===== src/rtl/seg7_scan_driver.sv =====
// Time-multiplexed common-anode 7-segment driver with tear-free snapshots and anti-ghost dead time.
// Optional feature macro: LEADING_ZERO_BLANK_EN (suppresses leading zeros on digits above digit 0).
module seg7_scan_driver #(
   parameter int CLK_HZ      = 100_000_000,
   parameter int SCAN_HZ     = 1_000,
   parameter int NUM_DIGITS  = 3,
   parameter int DEAD_CYCLES = 16
) (
   input  logic                    i_clk,
   input  logic                    i_reset,
   input  logic [4*NUM_DIGITS-1:0] i_digits,
   input  logic [NUM_DIGITS-1:0]   i_dp,
   input  logic                    i_load,
   input  logic                    i_blank,
   output logic [7:0]              o_seg,
   output logic [NUM_DIGITS-1:0]   o_an,
   output logic                    o_frame
);

   localparam int SLOT  = CLK_HZ / SCAN_HZ;
   localparam int CNT_W = (SLOT > 1) ? $clog2(SLOT) : 1;
   localparam int IDX_W = (NUM_DIGITS > 1) ? $clog2(NUM_DIGITS) : 1;

   localparam logic [CNT_W-1:0] CNT_LAST = CNT_W'(SLOT - 1);
   localparam logic [CNT_W-1:0] CNT_DEAD = CNT_W'(DEAD_CYCLES);
   localparam logic [IDX_W-1:0] IDX_LAST = IDX_W'(NUM_DIGITS - 1);

   typedef enum logic [0:0] {
      S_DEAD  = 1'b0,
      S_DRIVE = 1'b1
   } state_t;

   // Slot 0 starts in the dead phase unless no dead time is configured.
   localparam state_t S_RESET = (DEAD_CYCLES > 0) ? S_DEAD : S_DRIVE;

   logic [CNT_W-1:0]        cnt_r, cnt_next_s;
   logic [IDX_W-1:0]        idx_r, idx_next_s;
   state_t                  state_r, state_next_s;
   logic                    frame_start_s;

   logic [4*NUM_DIGITS-1:0] pend_digits_r, act_digits_r, eff_digits_s;
   logic [NUM_DIGITS-1:0]   pend_dp_r, act_dp_r, eff_dp_s;
   logic                    pend_valid_r;

   logic [3:0]              digit_s;
   logic                    dp_sel_s;
   logic                    blank_sel_s;
   logic [NUM_DIGITS-1:0]   an_sel_s;
   logic [NUM_DIGITS-1:0]   lz_mask_s;
   logic [7:0]              seg_next_s;
   logic [NUM_DIGITS-1:0]   an_next_s;

   function automatic logic [6:0] seg7_decode(input logic [3:0] v);
      case (v)
         4'd0:    seg7_decode = 7'h40;
         4'd1:    seg7_decode = 7'h79;
         4'd2:    seg7_decode = 7'h24;
         4'd3:    seg7_decode = 7'h30;
         4'd4:    seg7_decode = 7'h19;
         4'd5:    seg7_decode = 7'h12;
         4'd6:    seg7_decode = 7'h02;
         4'd7:    seg7_decode = 7'h78;
         4'd8:    seg7_decode = 7'h00;
         4'd9:    seg7_decode = 7'h10;
         default: seg7_decode = 7'h3F;
      endcase
   endfunction

`ifdef LEADING_ZERO_BLANK_EN
   // Bit k set when digit k and every digit above it are zero; digit 0 never blanks.
   function automatic logic [NUM_DIGITS-1:0] leading_zero_mask(input logic [4*NUM_DIGITS-1:0] d);
      logic run;
      leading_zero_mask = {NUM_DIGITS{1'b0}};
      run = 1'b1;
      for (int k = NUM_DIGITS - 1; k >= 1; k--) begin
         run = run & (d[k*4 +: 4] == 4'd0);
         leading_zero_mask[k] = run;
      end
   endfunction
`endif

   // Slot counter and digit index advance.
   always_comb begin
      cnt_next_s = cnt_r + CNT_W'(1);
      idx_next_s = idx_r;
      if (cnt_r == CNT_LAST) begin
         cnt_next_s = {CNT_W{1'b0}};
         if (idx_r == IDX_LAST) begin
            idx_next_s = {IDX_W{1'b0}};
         end else begin
            idx_next_s = idx_r + IDX_W'(1);
         end
      end else begin
         idx_next_s = idx_r;
      end
   end

   // Scan position registers.
   always_ff @(posedge i_clk or posedge i_reset) begin
      if (i_reset) begin
         cnt_r <= {CNT_W{1'b0}};
         idx_r <= {IDX_W{1'b0}};
      end else begin
         cnt_r <= cnt_next_s;
         idx_r <= idx_next_s;
      end
   end

   // Slot phase next-state, tracking where the next counter value lands.
   always_comb begin
      state_next_s = S_DEAD;
      if (cnt_next_s < CNT_DEAD) begin
         state_next_s = S_DEAD;
      end else begin
         state_next_s = S_DRIVE;
      end
   end

   // Slot phase state register.
   always_ff @(posedge i_clk or posedge i_reset) begin
      if (i_reset) begin
         state_r <= S_RESET;
      end else begin
         state_r <= state_next_s;
      end
   end

   assign frame_start_s = (cnt_r == {CNT_W{1'b0}}) && (idx_r == {IDX_W{1'b0}});

   // Values shown this cycle: on the frame-start cycle the incoming snapshot is used immediately.
   always_comb begin
      eff_digits_s = act_digits_r;
      eff_dp_s     = act_dp_r;
      if (frame_start_s) begin
         if (i_load) begin
            eff_digits_s = i_digits;
            eff_dp_s     = i_dp;
         end else if (pend_valid_r) begin
            eff_digits_s = pend_digits_r;
            eff_dp_s     = pend_dp_r;
         end else begin
            eff_digits_s = act_digits_r;
            eff_dp_s     = act_dp_r;
         end
      end else begin
         eff_digits_s = act_digits_r;
         eff_dp_s     = act_dp_r;
      end
   end

   // Pending/active snapshot registers; active only changes at a frame boundary.
   always_ff @(posedge i_clk or posedge i_reset) begin
      if (i_reset) begin
         pend_digits_r <= {(4*NUM_DIGITS){1'b0}};
         pend_dp_r     <= {NUM_DIGITS{1'b0}};
         pend_valid_r  <= 1'b0;
         act_digits_r  <= {(4*NUM_DIGITS){1'b0}};
         act_dp_r      <= {NUM_DIGITS{1'b0}};
      end else if (frame_start_s) begin
         act_digits_r  <= eff_digits_s;
         act_dp_r      <= eff_dp_s;
         pend_valid_r  <= 1'b0;
      end else if (i_load) begin
         pend_digits_r <= i_digits;
         pend_dp_r     <= i_dp;
         pend_valid_r  <= 1'b1;
      end
   end

`ifdef LEADING_ZERO_BLANK_EN
   assign lz_mask_s = leading_zero_mask(eff_digits_s);
`else
   assign lz_mask_s = {NUM_DIGITS{1'b0}};
`endif

   // Select the current digit, its dp, blank flag and anode pattern.
   always_comb begin
      digit_s     = 4'd0;
      dp_sel_s    = 1'b0;
      blank_sel_s = 1'b0;
      an_sel_s    = {NUM_DIGITS{1'b1}};
      for (int k = 0; k < NUM_DIGITS; k++) begin
         if (idx_r == IDX_W'(k)) begin
            digit_s     = eff_digits_s[k*4 +: 4];
            dp_sel_s    = eff_dp_s[k];
            blank_sel_s = lz_mask_s[k];
            an_sel_s[k] = 1'b0;
         end else begin
            an_sel_s[k] = 1'b1;
         end
      end
   end

   // Pin values for the next cycle.
   always_comb begin
      seg_next_s = 8'hFF;
      an_next_s  = {NUM_DIGITS{1'b1}};
      if (!i_blank && (state_r == S_DRIVE)) begin
         an_next_s = an_sel_s;
         if (blank_sel_s) begin
            seg_next_s = {~dp_sel_s, 7'h7F};
         end else begin
            seg_next_s = {~dp_sel_s, seg7_decode(digit_s)};
         end
      end else begin
         seg_next_s = 8'hFF;
         an_next_s  = {NUM_DIGITS{1'b1}};
      end
   end

   // Registered display outputs.
   always_ff @(posedge i_clk or posedge i_reset) begin
      if (i_reset) begin
         o_seg   <= 8'hFF;
         o_an    <= {NUM_DIGITS{1'b1}};
         o_frame <= 1'b0;
      end else begin
         o_seg   <= seg_next_s;
         o_an    <= an_next_s;
         o_frame <= frame_start_s;
      end
   end

endmodule

===== config.mk =====
export PLATFORM = sky130hd
export DESIGN_NAME = seg7_scan_driver
export DESIGN_NICKNAME = d
export VERILOG_FILES = /design/src/rtl/seg7_scan_driver.sv
export SDC_FILE = /design/constraint.sdc
export NUM_CORES = 1
export LEC_CHECK = 0
export BUFFER_PORTS_ARGS = -buffer_cell sky130_fd_sc_hd__buf_2
export CORE_ASPECT_RATIO = 0.6
export CORE_MARGIN = 10
export CORE_UTILIZATION = 41
export DETAILED_ROUTE_END_ITERATION = 12
export PLACE_DENSITY = 0.61
export SKIP_CTS_REPAIR_TIMING = 1
export SYNTH_ARGS = -nofsm -noshare
export SYNTH_HDL_FRONTEND = slang
export SYNTH_SLANG_ARGS = --single-unit

===== constraint.sdc =====
create_clock -name i_clk -period 6.32 [get_ports i_clk]
set_input_delay 0.316 -clock i_clk [delete_from_list [all_inputs] [get_ports i_clk]]
set_output_delay 0.316 -clock i_clk [all_outputs]
set_load 0.05 [all_outputs]

# ---- Word level (Yosys, flattened, before mapping)
# Memory sizes are Yosys's and may differ from the RTL's.
# Cells that the tools add are included.
# Widths: inputs -> output; s select.
dict set report word_totals {
  inputBits 19
  romBits 112
  wordCells 49
  memories 1
  regBits 63
  output_inout_bits 12
}
dict set report classes {
  bitwise_logic 2
  eq_ne 3
  order_cmp 1
  mux 22
  n_reduce_logical 7
  addsub 2
}
# name depth width read_ports rd_clocked_by_memory_dff wr line
set mem_list {}
lappend mem_list {{(name not given)} 16 7 1 0 0 54} ;# case (v)
# op n
set op_table {}
lappend op_table {{$mux 12} 3}
lappend op_table {{$add 17x1->17 const B} 1}
lappend op_table {{$eq 17x17->1 const B} 1}
lappend op_table {{$logic_not 17->1} 1}
lappend op_table {{$lt 17x5->1 const B} 1}
lappend op_table {{$mux 17} 1}
lappend op_table {{$mux 3} 4}
lappend op_table {{$mux 4} 3}
lappend op_table {{$mux 1} 9}
lappend op_table {{$mux 8} 1}
lappend op_table {{$add 2x1->2 const B} 1}
lappend op_table {{$eq 2x1->1 const B} 1}
lappend op_table {{$eq 2x2->1 const B} 1}
lappend op_table {{$logic_and 1x1->1} 2}
lappend op_table {{$logic_not 2->1} 1}
lappend op_table {{$mux 2} 1}
lappend op_table {{$not 1->1} 2}
lappend op_table {{$reduce_and 2->1} 1}
lappend op_table {{$reduce_bool 2->1} 1}
lappend op_table {{$logic_not 1->1} 1}

# ---- Logic depth before layout (Yosys ltp)
# Gate-level depths: netlist of the first run.
dict set report logic_depth {
  ltp_word 8
  ltp_mapped 14
  mapped_depth_nobuf 12
}

# ---- Least setup slack after synthesis of the first run
# No wires, ideal clock.
dict set report synth_path {
  path_kind {flip-flop to flip-flop}
  start {register cnt_r[0]}
  end {register o_seg[4]}
  stages_incl_launch_ff 15
  setup_slack_ns 3.528
  synth_period_minus_slack_ns 2.792
  n_path_buf 2
  t_arrival_ns 2.697
  required_time_ns 6.226
  setup_ns 0.094
  cell_sequence {dfrtp_1 > inv_1 > ha_1 > nor4b_2 > and3_1 > buf_6 > buf_8 > a41oi_1 > o221ai_2 > o211ai_4 > inv_1 > ha_1 > and2_1 > and3_1 > a311oi_1}
}
dict set report synth_between {
  elab_chain_len 8
}
# item line
set synth_lines {}
lappend synth_lines {{from (decl)} 36} ;# logic [CNT_W-1:0] cnt_r, cnt_next_s;
lappend synth_lines {{from (signal assigned)} 101} ;# cnt_r <= {CNT_W{1'b0}};
lappend synth_lines {{from (signal assigned)} 104} ;# cnt_r <= cnt_next_s;
lappend synth_lines {{$logic_not 17->1 (*)} 128} ;# assign frame_start_s = (cnt_r == {CNT_W{1'b0}}) && (idx_r == {IDX_W{1'b0}});
lappend synth_lines {{$logic_and 1x1->1 (*)} 128}
lappend synth_lines {{$mux 12 (*)} 134} ;# if (frame_start_s) begin
lappend synth_lines {{$mux 4 (2 in a row)} 183} ;# if (idx_r == IDX_W'(k)) begin
lappend synth_lines {{$mux 4 (*)} 183}
lappend synth_lines {{$mem_v2 16x7 (*)} n/a}
lappend synth_lines {{$mux 8 (*)} 198} ;# if (!i_blank && (state_r == S_DRIVE)) begin
lappend synth_lines {{net seg_next_s[4]} 50} ;# logic [7:0] seg_next_s;
lappend synth_lines {{to (signal assigned)} 218} ;# o_seg <= seg_next_s;
lappend synth_lines {{to (decl)} 15} ;# output logic [7:0] o_seg,
# Mark *: on every way through the listed nets, which the timed path passes. The rest lies on a longest branch.
# A chain may end at the register's enable or synchronous reset.

# ---- Worst setup path in the final report of the first run
dict set report layout_path {
  start {register cnt_r[0]}
  end {register o_seg[0]}
}
# The elaborated chain is that of the path after synthesis.

==> flow_metrics.tcl, run 1 <==
set metrics [dict create \
    dr.pass1.iters 4 \
    cp_common_cell "ha_1" \
    diodes 0 \
    layout_min_cycle_time_ns 3.653 \
    std_cell_rows 25 \
    worstPathMaxFanout 25 \
    critical-path-slowest-cell "and3_1" \
    critPathArrivalTime_ns 3.89 \
    final_cells 453 \
    start_kind "flip-flop" \
    overflow 0 \
    ys_async_sr_fraction_pct 100.0 \
    critPathRequiredTime_ns 6.56 \
    cellLeakagePower_nw 1.738 \
    syn-cell-area_sq_um 3372 \
    wl_per_cell_um 17.99 \
    synth_nets 339 \
    worst-setup-path-type "reg2reg" \
    synth_flop_cell "dfrtp_1" \
    ys_ff_latch 63 \
    io_pins 31 \
    dp_cells 437 \
    drv_cap 0 \
    setup_violations 0 \
    dr.first_iter.drc_count 191 \
    cts_buffers 9 \
    yosysUniqueCellTypes 65 \
    totalWireLength_mm 8.151 \
    yosys_warnings 0 \
    layout_commonest_cell "dfrtp_1" \
    final_cell_mix "dfrtp_1 (52), buf_2 (30), nor2_1 (29)" \
    htree_levels 3 \
    fp.coreArea_sq_um 7945 \
    end_kind "flip-flop" \
    antenna_found_initial 0 \
    syn-mean-instance-area_sq_um 10.81 \
    dr_total_vias 2476 \
    drt.antenna.violating_nets 0 \
    layout.nets 367 \
    fmax_ghz 0.2738 \
    dieArea_sq_um 12370 \
    drive_gt1_share_pct 30.14 \
    outcome "finished, final reports clean" \
    initial_core_util_pct 42.44 \
    clkSlewWorstSetupHoldPaths_ns 0.06 \
    io_buffer_count 30 \
    path_cells "inv_1, ha_1, nor4b_2, and3_1, nand3_2, o221ai_2, o21ai_1, a21oi_2, inv_2, ha_1, nor4_1, a211oi_1" \
    clk_latency_ns 0.33 \
    worst_slew_pin_slew_ns 1.042 \
    timing.final.crit_share_pct 57.79 \
    finalSetupTns_ns 0 \
    grt_pass1_wl_mm 13.36 \
    fp.dieW_um 137.1 \
    finalHoldViolations 0 \
    grt_usage_pct 13.76 \
    place.gp.congestion 0.8472 \
    ys_seq_area_share_pct 47.16 \
    area_delta_synth_final_pct 16.48 \
    drc 0 \
    slew-limit-headroom_pct 30.51 \
    irDropWorstVdd_mv 0.1577 \
    synth-edff-count 0 \
    slew_violations 0 \
    grt_max_degree 64 \
    cts_buffer_depth 2 \
    grt_setup_unrepaired "false" \
    hp-class "in2async" \
    cts_tree "built" \
    power_density_nw_per_um2 296.2 \
    slowest_delay_ns 0.89 \
    dp_hpwl_mm 5.707 \
    vias_per_cell 5.466 \
    cts_root_buf "clkbuf_16" \
    skew_ns 0.006233 \
    die_h_um 90.25 \
    cts.sinks 63 \
    syn_inst 312 \
    grt_pass1_vias 2494 \
    n_fill_cell 750 \
]
[final timing paths]
path	slack [ns]	from	to	depth (start not counted)
max in group asynchronous	5.60	i_reset	pend_digits_r[8]	3
min in group i_clk	0.23	i_digits[1]	pend_digits_r[1]	2
worst min register to register	0.50	pend_dp_r[0]	pend_dp_r[0]	2
worst max register to register	2.67	cnt_r[0]	o_seg[0]	12
worst max-delay path	2.67	cnt_r[0]	o_seg[0]	12
worst min-delay path	0.22	i_reset	cnt_r[1]	3
[final cells by class]
class	instances	area, sq um	area share (%)
Multi-Input combinational cell	212	1593	40.55
Sequential cell	63	1590	40.49
Clock buffer	11	252.7	6.435
Timing Repair Buffer	32	165.2	4.205
Tap cell	108	135.1	3.441
Clock inverter	5	103.9	2.644
Inverter	22	87.58	2.230
[sequential cells by signal, summed over array words and instances (netlist names)]
| name | flops |
|---|---|
| pend_digits_r | 12 |
| pend_dp_r | 3 |
| act_digits_r | 12 |
| o_frame | 1 |
| o_an | 3 |
| state_r | 1 |
| o_seg | 8 |
| cnt_r | 17 |
| pend_valid_r | 1 |
| act_dp_r | 3 |
| idx_r | 2 |
[per-stage QoR]
stage / hold slack (ns) / setup slack, ns / power, mW / area [sq um] / utilization [%]
after floorplan: 0.4498 / 3.528 / 0.5499 / 3372 / -
after global placement: 0.4675 / 2.911 / 0.5850 / 3571 / 44.94
after detailed placement: 0.4850 / 2.738 / 0.5863 / 3571 / 44.94
after CTS: 0.2261 / 2.696 / 1.179 / 3928 / 49.43
after global routing: 0.2358 / 2.373 / 1.207 / 3928 / 49.43
final: 0.2232 / 2.667 / 1.163 / 3928 / 49.43
[Yosys cell counts (all sizes together) (2+ instances only)]
cell     number  share of area (%)
dfrtp        52                 39
nor2         31                3.6
inv          21                2.3
nand2        17                2.1
mux2         15                5.0
dfstp        11                8.6
buf          10                2.4
nor3          9                1.3
ha            8                3.0
nand4         8                1.5
o21ai         8                1.2
xnor2         8                2.1
a21oi         7                1.3
a41oi         7                2.0
and3          7                1.3
nand3         7                1.2
nor4          7                1.7
xor2          7                1.8
nand2b        6                1.1
o221ai        6                2.5
a21o          5                1.1
clkbuf        5               0.56
a211oi        4                1.0
and2          4               0.74
nor2b         4               0.74
a311oi        3               0.78
o221a         3                1.0
a221oi        2               0.52
a31oi         2               0.37
nand4b        2               0.52
nor3b         2               0.45
nor4b         2                1.2
o2111ai       2               0.70
o211a         2               0.59
o22ai         2               0.37
o31ai         2               0.59
or3           2               0.37
or4           2               0.45
[report_power, final]
group / total (mW) / switching (mW) / internal (mW)
Sequential: 0.449 / 0.0132 / 0.436
Clock: 0.584 / 0.178 / 0.406
Combinational: 0.130 / 0.0853 / 0.0447
[metal layers]
| layer | vias up | global-route usage [%] | share of wire (%) |
|---|---|---|---|
| met5 | - | 0 | 0 |
| met1 | 1223 | 19.58 | 50 |
| met3 | 8 | 5.056 | 7.0 |
| li1 | 1191 | - | - |
| met4 | 0 | 5.507 | 1.5 |
| met2 | 54 | 18.09 | 42 |
[cell families after synthesis]
kind of cell	count (synthesis)	share of synthesized area (%)
xor gates and xnor gates	15	3.896
and+or+nand+nor	111	18.40
buffers and inverters	37	5.603
adders and majority gates	8	2.969
DFF	63	47.16
AOI/OAI and AO/OA	63	16.96
muxes	15	5.009
[critical path: cells and delay by family (launching register included)]
family                   cells  cell delay (ns)
adder cells (fa/ha/maj)      2             0.33
AO/OA/AOI/OAI                4             0.78
buffers and inverters        2             0.19
flip-flops                   1             0.42
AND/OR/NAND/NOR              4             1.81
(Power assumes the default switching activity.)
==> run 2, diff against run 1 <==
ABC_AREA = 1   (was not set)
PLACE_DENSITY = 0.6   (was 0.61)
clock period = 3.5 ns   (was 6.32 ns; I/O delays follow)
==> flow_metrics.tcl, run 2 <==
set metrics [dict create \
    worstPathMaxFanout 6 \
    placed_area_sq_um 3746 \
    grt_setup_unrepaired "false" \
    dieArea_sq_um 12800 \
    vias_per_cell 4.966 \
    top_register "cnt_r" \
    synth_most_common_cell "nand2_1" \
    io_buffer_count 30 \
    finalWorstSetupSlack_ns 1.271 \
    ys_top_cells_by_count "nand2_1 (94), inv_1 (69), dfrtp_1 (52)" \
    drive_gt1_share_pct 20.94 \
    clkSlewWorstSetupHoldPaths_ns 0.05 \
    synth_area_leader_cell "dfrtp_1" \
    io_pins 31 \
    dp_cells 563 \
    yosys_warnings 0 \
    hold_depth 2 \
    start_kind "flip-flop" \
    ys_seq_area_share_pct 45.23 \
    synth-edff-count 0 \
    synth_top_area_share_pct 37.01 \
    dp_hpwl_mm 6.190 \
    hp-class "in2reg" \
    worst_slew_pin_slew_ns 0.8696 \
    drv_cap 0 \
    cts_buffer_depth 2 \
    syn_inst 429 \
    synth_compound_area_share_pct 6.406 \
    power_mw 1.997 \
    grt_pass1_wl_mm 14.02 \
    cts_tree "built" \
    synth_nets 456 \
    end_kind "flip-flop" \
    stdcell_area_sq_um 4113 \
    final_util_pct 48.81 \
    largest_reg_flops 17 \
    fmax_ghz 0.4487 \
    critPathArrivalTime_ns 2.45 \
    skew_ns 0.006452 \
    finalSetupTns_ns 0 \
    worst-setup-path-type "reg2reg" \
    syn-cell-area_sq_um 3516 \
    cts_root_buf "clkbuf_16" \
    layout_min_cycle_time_ns 2.229 \
    dr.first_iter.drc_count 284 \
    ys_async_sr_fraction_pct 100.0 \
    antenna_found_initial 0 \
    dp_slack_ns 1.259 \
    ys_ff_latch 63 \
    clk_latency_ns 0.33 \
    final_cells 580 \
    cts.sinks 63 \
    muxShareOfSynthArea_pct 3.843 \
    timing.final.crit_share_pct 63.68 \
    finalHoldViolations 0 \
    layout.nets 490 \
    synth_fa_ha_area_share_pct 2.847 \
    slew_violations 0 \
    wl_per_cell_um 14.36 \
    synthSimpleGateAreaFrac_pct 30.78 \
    dr.pass1.iters 6 \
    layout_commonest_cell "nand2_1" \
    overflow 0 \
    critical-path-slowest-cell "dfrtp_1" \
    cellLeakagePower_nw 2.122 \
    diodes 0 \
    setup_violations 0 \
    synth_top_family_by_area "simple AND/OR/NAND/NOR gates" \
    fp.coreArea_sq_um 8426 \
    synthTopCellsByArea "dfrtp_1 (37%), nand2_1 (10%), dfstp_2 (8.2%), inv_1 (7.4%), nand3_1 (6.5%)" \
    grt_max_degree 42 \
    largestRegisters "cnt_r x17, act_digits_r x12, pend_digits_r x12" \
    htree_levels 3 \
    synth_flop_cell "dfrtp_1" \
    area_delta_synth_final_pct 16.97 \
    outcome "finished, final reports clean" \
    yosysUniqueCellTypes 40 \
    hold-worst-slack_ns 0.07788 \
    drt.antenna.violating_nets 0 \
    cp_common_cell "inv_1" \
    grt_usage_pct 13.40 \
    cts_buffers 9 \
    final_cell_mix "nand2_1 (94), inv_1 (68), dfrtp_1 (52)" \
    irDropWorstVdd_mv 0.2668 \
    initial_core_util_pct 41.73 \
    slew-limit-headroom_pct 41.82 \
    path_cells "inv_1, ha_1, inv_1, nor2_1, nand2_1, nor2_4, nand4_2, nand2_1, nand3_2, nand2_4, inv_1, ha_1, nand3b_1, nand3_1, nand3_1" \
    dr_total_vias 2880 \
    grt_pass1_vias 2771 \
    place.gp.congestion 0.9131 \
    worst_r2r_path_depth 15 \
    die_h_um 91.73 \
    std_cell_rows 26 \
    synth_xor_xnor_area_share_pct 0.9964 \
    drc 0 \
    fp.dieW_um 139.6 \
    slowest_delay_ns 0.40 \
    syn-mean-instance-area_sq_um 8.196 \
    totalWireLength_mm 8.326 \
    critPathRequiredTime_ns 3.73 \
    power_density_nw_per_um2 485.6 \
]
==> run 2: cell types whose count changed after synthesis, moves of 7 or more <==
cell | before | now
nand2_1 | 16 | 94
inv_1 | 20 | 69
nand3_1 | 6 | 46
a21oi_1 | 5 | 15
nor2_1 | 29 | 38
xnor2_1 | 8 | 0
and3_1 | 7 | 0
==> run 2: cells by family after synthesis <==
family	Yosys count
adders and majority gates	8
DFF	63
buffers and inverters	82
AOI/OAI and AO/OA	38
muxes	12
xor gates and xnor gates	4
and+or+nand+nor	222
==> run 2: critical path, delay by kind of cell (launching register included) <==
| kind | cells | cell delay, ns |
|---|---|---|
| flops | 1 | 0.40 |
| buf+inv | 3 | 0.21 |
| fa+ha+maj | 2 | 0.40 |
| simple gates | 10 | 1.12 |
==> run 2: final timing paths <==
path	to	slack, ns	startpoint
max	o_seg[3]	1.27	cnt_r[0]
min	pend_digits_r[10]	0.08	i_digits[10]
max reg2reg	o_seg[3]	1.27	cnt_r[0]
min reg2reg	pend_digits_r[6]	0.48	pend_digits_r[6]
max in group asynchronous	o_an[1]	2.16	i_reset
min in group asynchronous	cnt_r[0]	0.41	i_reset
==> run 2: final cells by class <==
class	instances	area, sq um
clock buffers	11	252.7
flip-flops and latches	63	1590
fillers	814	4313
repair buffers	32	167.7
well taps	112	140.1
multi-input cells	284	1578
inverters	73	280.3
clock inverters	5	103.9
==> run 2: power by group <==
part           leakage, nW  switching (mW)  internal, mW
sequential           0.741          0.0165         0.767
combinational         1.21           0.101        0.0530
clock                0.176           0.325         0.734
total                 2.12           0.443          1.55
==> run 2: layer usage <==
layer	track usage [%]	share of wire [%]	vias to the layer above
li1	-	-	1445
met1	19.23	51	1312
met2	17.87	40	112
met3	4.943	7.9	11
met4	4.538	1.2	0
met5	0	0	-
